[src/rtl/afpm_operand_loader_if.sv]
// Byte-stream / operand handshake bundle between the upstream byte source, the operand loader and the multiplier core.
// The a_class/b_class signals exist only when AFPM_CLASSIFY_EN is defined.
interface afpm_operand_loader_if #(
    parameter int DATA_W = 16,
    parameter int BYTE_W = 8
);
    logic [BYTE_W-1:0] byte_a;
    logic [BYTE_W-1:0] byte_b;
    logic              in_valid;
    logic              in_ready;
    logic [DATA_W-1:0] op_a;
    logic [DATA_W-1:0] op_b;
    logic              op_valid;
    logic              op_ready;
    logic              resync;
    logic              overrun;
`ifdef AFPM_CLASSIFY_EN
    logic [1:0]        a_class;
    logic [1:0]        b_class;
`endif

    // The loader sits on the slave side; the byte source and the core share the master side.
    modport master (
        output byte_a, byte_b, in_valid, op_ready,
`ifdef AFPM_CLASSIFY_EN
        input  a_class, b_class,
`endif
        input  in_ready, op_a, op_b, op_valid, resync, overrun
    );

    modport slave (
        input  byte_a, byte_b, in_valid, op_ready,
`ifdef AFPM_CLASSIFY_EN
        output a_class, b_class,
`endif
        output in_ready, op_a, op_b, op_valid, resync, overrun
    );
endinterface

[src/rtl/afpm_operand_loader.sv]
// Assembles FP16 operand pairs from low-byte-first parallel byte lanes and hands them to the multiplier core.
// Optional FP16 class decode of each operand is enabled by defining AFPM_CLASSIFY_EN.
module afpm_operand_loader #(
    parameter int DATA_W      = 16,
    parameter int BYTE_W      = 8,
    parameter int TIMEOUT_CYC = 15
) (
    input logic                  clk,
    input logic                  rst,
    afpm_operand_loader_if.slave bus
);
    localparam int NBYTES = DATA_W / BYTE_W;
    localparam int IDX_W  = (NBYTES > 1) ? $clog2(NBYTES) : 1;
    localparam int CNT_W  = (TIMEOUT_CYC > 0) ? $clog2(TIMEOUT_CYC + 1) : 1;
    localparam logic [IDX_W-1:0] LAST_IDX = IDX_W'(NBYTES - 1);
    localparam logic [CNT_W-1:0] TO_LAST  = CNT_W'((TIMEOUT_CYC > 0) ? TIMEOUT_CYC - 1 : 0);

    typedef enum logic {COLLECT, FULL} state_t;

    state_t            state;
    logic [IDX_W-1:0]  idx;
    logic [CNT_W-1:0]  idle_cnt;
    logic [DATA_W-1:0] op_a_q;
    logic [DATA_W-1:0] op_b_q;
    logic              op_valid_q;
    logic              resync_q;
    logic              overrun_q;
    logic [DATA_W-1:0] next_a;
    logic [DATA_W-1:0] next_b;

    // Operands as they would look once the current byte pair lands in its slice.
    always_comb begin
        next_a = op_a_q;
        next_b = op_b_q;
        next_a[idx*BYTE_W +: BYTE_W] = bus.byte_a;
        next_b[idx*BYTE_W +: BYTE_W] = bus.byte_b;
    end

`ifdef AFPM_CLASSIFY_EN
    logic [1:0] a_class_q;
    logic [1:0] b_class_q;

    // Subnormals are reported as zero because the core flushes them.
    function automatic logic [1:0] fp16_class(input logic [4:0] exp_f, input logic [9:0] man_f);
        if (exp_f == 5'd0)
            return 2'b01;
        else if (exp_f == 5'h1F)
            return (man_f == 10'd0) ? 2'b10 : 2'b11;
        else
            return 2'b00;
    endfunction
`endif

    always_ff @(posedge clk) begin
        if (rst) begin
            state      <= COLLECT;
            idx        <= '0;
            idle_cnt   <= '0;
            op_a_q     <= '0;
            op_b_q     <= '0;
            op_valid_q <= 1'b0;
            resync_q   <= 1'b0;
            overrun_q  <= 1'b0;
`ifdef AFPM_CLASSIFY_EN
            a_class_q  <= 2'b00;
            b_class_q  <= 2'b00;
`endif
        end else begin
            resync_q <= 1'b0;
            case (state)
                COLLECT: begin
                    if (bus.in_valid) begin
                        op_a_q   <= next_a;
                        op_b_q   <= next_b;
                        idle_cnt <= '0;
                        if (idx == LAST_IDX) begin
                            state      <= FULL;
                            idx        <= '0;
                            op_valid_q <= 1'b1;
`ifdef AFPM_CLASSIFY_EN
                            a_class_q  <= fp16_class(next_a[14:10], next_a[9:0]);
                            b_class_q  <= fp16_class(next_b[14:10], next_b[9:0]);
`endif
                        end else begin
                            idx <= idx + IDX_W'(1);
                        end
                    end else if (idx != '0 && TIMEOUT_CYC != 0) begin
                        // A stalled partial word is abandoned so the next byte is taken as a low byte.
                        if (idle_cnt == TO_LAST) begin
                            idx      <= '0;
                            idle_cnt <= '0;
                            resync_q <= 1'b1;
                        end else begin
                            idle_cnt <= idle_cnt + CNT_W'(1);
                        end
                    end
                end
                FULL: begin
                    if (bus.in_valid)
                        overrun_q <= 1'b1;
                    if (bus.op_ready) begin
                        op_valid_q <= 1'b0;
                        state      <= COLLECT;
                    end
                end
                default: state <= COLLECT;
            endcase
        end
    end

    assign bus.in_ready = (state == COLLECT);
    assign bus.op_a     = op_a_q;
    assign bus.op_b     = op_b_q;
    assign bus.op_valid = op_valid_q;
    assign bus.resync   = resync_q;
    assign bus.overrun  = overrun_q;
`ifdef AFPM_CLASSIFY_EN
    assign bus.a_class  = a_class_q;
    assign bus.b_class  = b_class_q;
`endif
endmodule

[src/flat_wrapper.sv]
// flat-port wrapper written by rule: the top's interface ports become plain ports
module afpm_operand_loader_flat 
#(
    parameter int DATA_W      = 16,
    parameter int BYTE_W      = 8,
    parameter int TIMEOUT_CYC = 15
)
  (clk, rst, bus_byte_a, bus_byte_b, bus_in_valid, bus_op_ready, bus_in_ready, bus_op_a, bus_op_b, bus_op_valid, bus_resync, bus_overrun);
  afpm_operand_loader_if #(.DATA_W(DATA_W), .BYTE_W(BYTE_W)) bus_i ();
  input logic clk;
  input logic rst;
  input wire logic [$bits(bus_i.byte_a)-1:0] bus_byte_a;
  input wire logic [$bits(bus_i.byte_b)-1:0] bus_byte_b;
  input wire logic [$bits(bus_i.in_valid)-1:0] bus_in_valid;
  input wire logic [$bits(bus_i.op_ready)-1:0] bus_op_ready;
  output wire logic [$bits(bus_i.in_ready)-1:0] bus_in_ready;
  output wire logic [$bits(bus_i.op_a)-1:0] bus_op_a;
  output wire logic [$bits(bus_i.op_b)-1:0] bus_op_b;
  output wire logic [$bits(bus_i.op_valid)-1:0] bus_op_valid;
  output wire logic [$bits(bus_i.resync)-1:0] bus_resync;
  output wire logic [$bits(bus_i.overrun)-1:0] bus_overrun;
  assign bus_i.byte_a = bus_byte_a;
  assign bus_i.byte_b = bus_byte_b;
  assign bus_i.in_valid = bus_in_valid;
  assign bus_i.op_ready = bus_op_ready;
  assign bus_in_ready = bus_i.in_ready;
  assign bus_op_a = bus_i.op_a;
  assign bus_op_b = bus_i.op_b;
  assign bus_op_valid = bus_i.op_valid;
  assign bus_resync = bus_i.resync;
  assign bus_overrun = bus_i.overrun;
  afpm_operand_loader #(.DATA_W(DATA_W), .BYTE_W(BYTE_W), .TIMEOUT_CYC(TIMEOUT_CYC)) u_core (.clk(clk), .rst(rst), .bus(bus_i));
endmodule
[config.mk]
export PLATFORM = sky130hd
export DESIGN_NAME = afpm_operand_loader_flat
export DESIGN_NICKNAME = d
export VERILOG_FILES = /design/src/rtl/afpm_operand_loader_if.sv /design/src/rtl/afpm_operand_loader.sv /design/src/flat_wrapper.sv
export SDC_FILE = /design/constraint.sdc
export NUM_CORES = 1
export LEC_CHECK = 0
export ABC_AREA = 1
export CAP_MARGIN = 30
export CORE_MARGIN = 2
export CORE_UTILIZATION = 47
export DETAILED_ROUTE_END_ITERATION = 10
export GPL_ROUTABILITY_DRIVEN = 0
export PLACE_DENSITY = 0.88
export SETUP_SLACK_MARGIN = 0.15
export SLEW_MARGIN = 10
export SYNTH_ARGS = -nofsm -noshare
export SYNTH_HDL_FRONTEND = slang
export SYNTH_SLANG_ARGS = --single-unit
[constraint.sdc]
create_clock -name clk -period 1.9 [get_ports clk]
set_input_delay 0.38 -clock clk [delete_from_list [all_inputs] [get_ports clk]]
set_output_delay 0.38 -clock clk [all_outputs]
set_load 0.01 [all_outputs]
==> results.ini <==
[clock_network]
postCtsSetupBuffers = 0
htree_levels = 2
cts_num_sinks = 41
clk_path_buf_depth = 2
clk_pin_slew_ps = 120
cts_tree = built
hold_buffers = 0
insertion_delay_ps = 340
clockRootBuffer = clkbuf_4
numCtsBuffers = 5

[sta]
slew_viol_final = 0
tightest_slew_ps = 349
finalHoldViolations = 0
post-route-min-period_ps = 1620
finClkSkew_ps = 9.99
rsz0062_at_grt = false
max_freq_mhz = 616
setup_viol = 0
tns_ps = 0
fin_crit_sh_pct = 85.4
slew_headroom_pct = 76.7

[die]
initial_core_util_pct = 49.7
dieArea_um2 = 3730
io_pins = 56
chipWidth_um = 61.0
die_h_um = 61.0
std_cell_rows = 20
core_area_um2 = 3080

[yosys]
synth_most_common_cell = dfxtp_1
synth_cell_types = 21
synth.cell_area_um2 = 1530
yosysWarnings = 0
ys_seq_area_share_pct = 53.7
synth_nets = 217
synthCells = 195
synth_area_per_cell_um2 = 7.84
yosys-top-cells-count = dfxtp_1 (41), nor2_1 (35), o21ai_0 (30), inv_1 (24), a21oi_1 (23)
synth_edf_count = 0
synthArstFlopShare_pct = 0
ys_ff_latch = 41
ys_top_cells_by_area = dfxtp_1 (54%), o21ai_0 (9.8%), nor2_1 (8.6%), a21oi_1 (7.5%), inv_1 (5.9%)
ys.flop_type = dfxtp_1
synth_top_cell_area_share_pct = 53.7
yosysTopAreaCell = dfxtp_1

[critical_path]
crit_start = u_core.bus.op_b[7]
arrival_ps = 1240
crit_slowest_cell = clkdlybuf4s50_1
worstPathMaxFanout = 2
setup.worst_path.end_class = output pin
cpPeakStageDelay_ps = 550
crit_chain = clkdlybuf4s50_1
worst-path-buf-inv = 1
crit_required_ps = 1520
r2r-start = u_core.idle_cnt[0]
path_delay_family = buffers and inverters
crit_path_start_kind = flip-flop
r2r_slack_ps = 620
critPathKind = flip-flop to output pin

[grt]
grt_max_degree = 35
track_usage_pct = 19.0
grt_pass1_wl_mm = 5.14
overflow = 0
grt_pass1_vias = 1209
antenna_found_initial = 0

[drt]
dr.pass1.iters = 4
drtIter0Drc = 34
via_count = 1416
antenna_left = 0
routedWlPerCell_um = 11.3
drc = 0
routed_wl_mm = 3.35
vias_per_cell = 4.77

[place]
io_buffers = 55
dpl.hpwl_mm = 2.34

[job]
max_cap_viol_count = 0

[power_and_ir_drop]
power_mw = 1.82
p_sw_mw = 0.451
peakVddDrop_v = 0.000585
clkPwrFrac_pct = 29.1
powerDensity_nw_per_um2 = 827
seqPwrFrac_pct = 52.6
swShare_pct = 24.8
pwr-share-comb_pct = 18.3
power.leakage_nw = 0.903
internal-power_mw = 1.37

[worst_hold_path]
hold_path_startpoint = u_core.bus.op_b[1]
min-delay-path-class = flip-flop to flip-flop

[cells_and_area]
syn_to_final_growth_pct = 43.7
drive_above_1_share_pct = 6.32
n_antenna_cell = 0
fin_nets = 275

[outcome]
status = completed

## cell families after synthesis
kind of cell,Yosys count,synth area share [%]
fa+ha+maj,2,1.64
simple gates,62,17.2
buf+inv,34,9.17
flops,41,53.7
compound gates,56,18.3
## cell usage in the layout (no fill, tap or decap), drive strengths merged, types with 2 or more instances in the layout
cell type / netlist / layout
o21ai: 33 / 33
ha: 2 / 2
nor2: 36 / 36
nand2: 18 / 18
inv: 26 / 26
nand3: 4 / 4
clkbuf: 5 / 5
a21oi: 23 / 23
clkdlybuf4s50: 0 / 54
dfxtp: 41 / 41
buf: 3 / 4
## state kept, by name, indices dropped and copies added, names as in the netlist
signal / flops
u_core.bus.op_a: 16
u_core.bus.op_b: 16
u_core.bus.op_valid: 1
u_core.bus.overrun: 1
u_core.bus.resync: 1
u_core.idle_cnt: 4
u_core.idx: 1
u_core.state: 1
## layer usage
layer | global-route usage [%] | wire [um] | part of all wire, %
met1 | 22.0 | 1420 | 42
met3 | 10.5 | 335 | 10
met4 | 5.59 | 27 | 0.81
met5 | 0 | 0 | 0
met2 | 30.2 | 1570 | 47
## per-stage QoR
| step | cells | util [%] | hold slack [ps] | cell area, um^2 | setup slack (ps) |
|---|---|---|---|---|---|
| 6_report | 297 | 71.4 | 448 | 2200 | 277 |
| 5_1_grt | 297 | 71.4 | 473 | 2200 | 202 |
| 4_1_cts | 297 | 71.3 | 454 | 2190 | 160 |
| 3_5_place_dp | 290 | 68.9 | 434 | 2120 | 205 |
| 3_3_place_gp | 290 | 68.9 | 432 | 2120 | 249 |
| 2_1_floorplan | 195 | - | 449 | 1530 | 786 |
## power groups by stage
stage	sequential (mW)	clock (mW)	combinational [mW]
2_1_floorplan	1.00	0	0.119
3_3_place_gp	0.974	0	0.328
3_5_place_dp	0.976	0	0.334
4_1_cts	0.957	0.544	0.336
5_1_grt	0.964	0.578	0.367
6_report	0.956	0.529	0.332
## cell type report
| cell class | count | area (um^2) |
|---|---|---|
| fill | 261 | 881 |
| timing repair buffer | 59 | 583 |
| clock inverter | 2 | 35.0 |
| multi-input combinational | 120 | 568 |
| sequential | 41 | 821 |
| inverter | 26 | 97.6 |
| tap | 44 | 55.1 |
| clock buffer | 5 | 37.5 |
## final timing paths
| check | to | depth (start not counted) |
|---|---|---|
| max reg2reg | u_core.idle_cnt[3] | 7 |
| min reg2reg | u_core.bus.op_b[1] | 2 |
| min | u_core.bus.op_b[1] | 2 |
| max | bus_op_b[7] | 1 |
## repair_timing
item / in CTS / in global routing
gates resized for setup: 0 / 1
endpoints found under the hold margin: 0 / 0
endpoints found under the setup margin: 0 / 1
No activity file was read; power rests on OpenSTA's default activity.
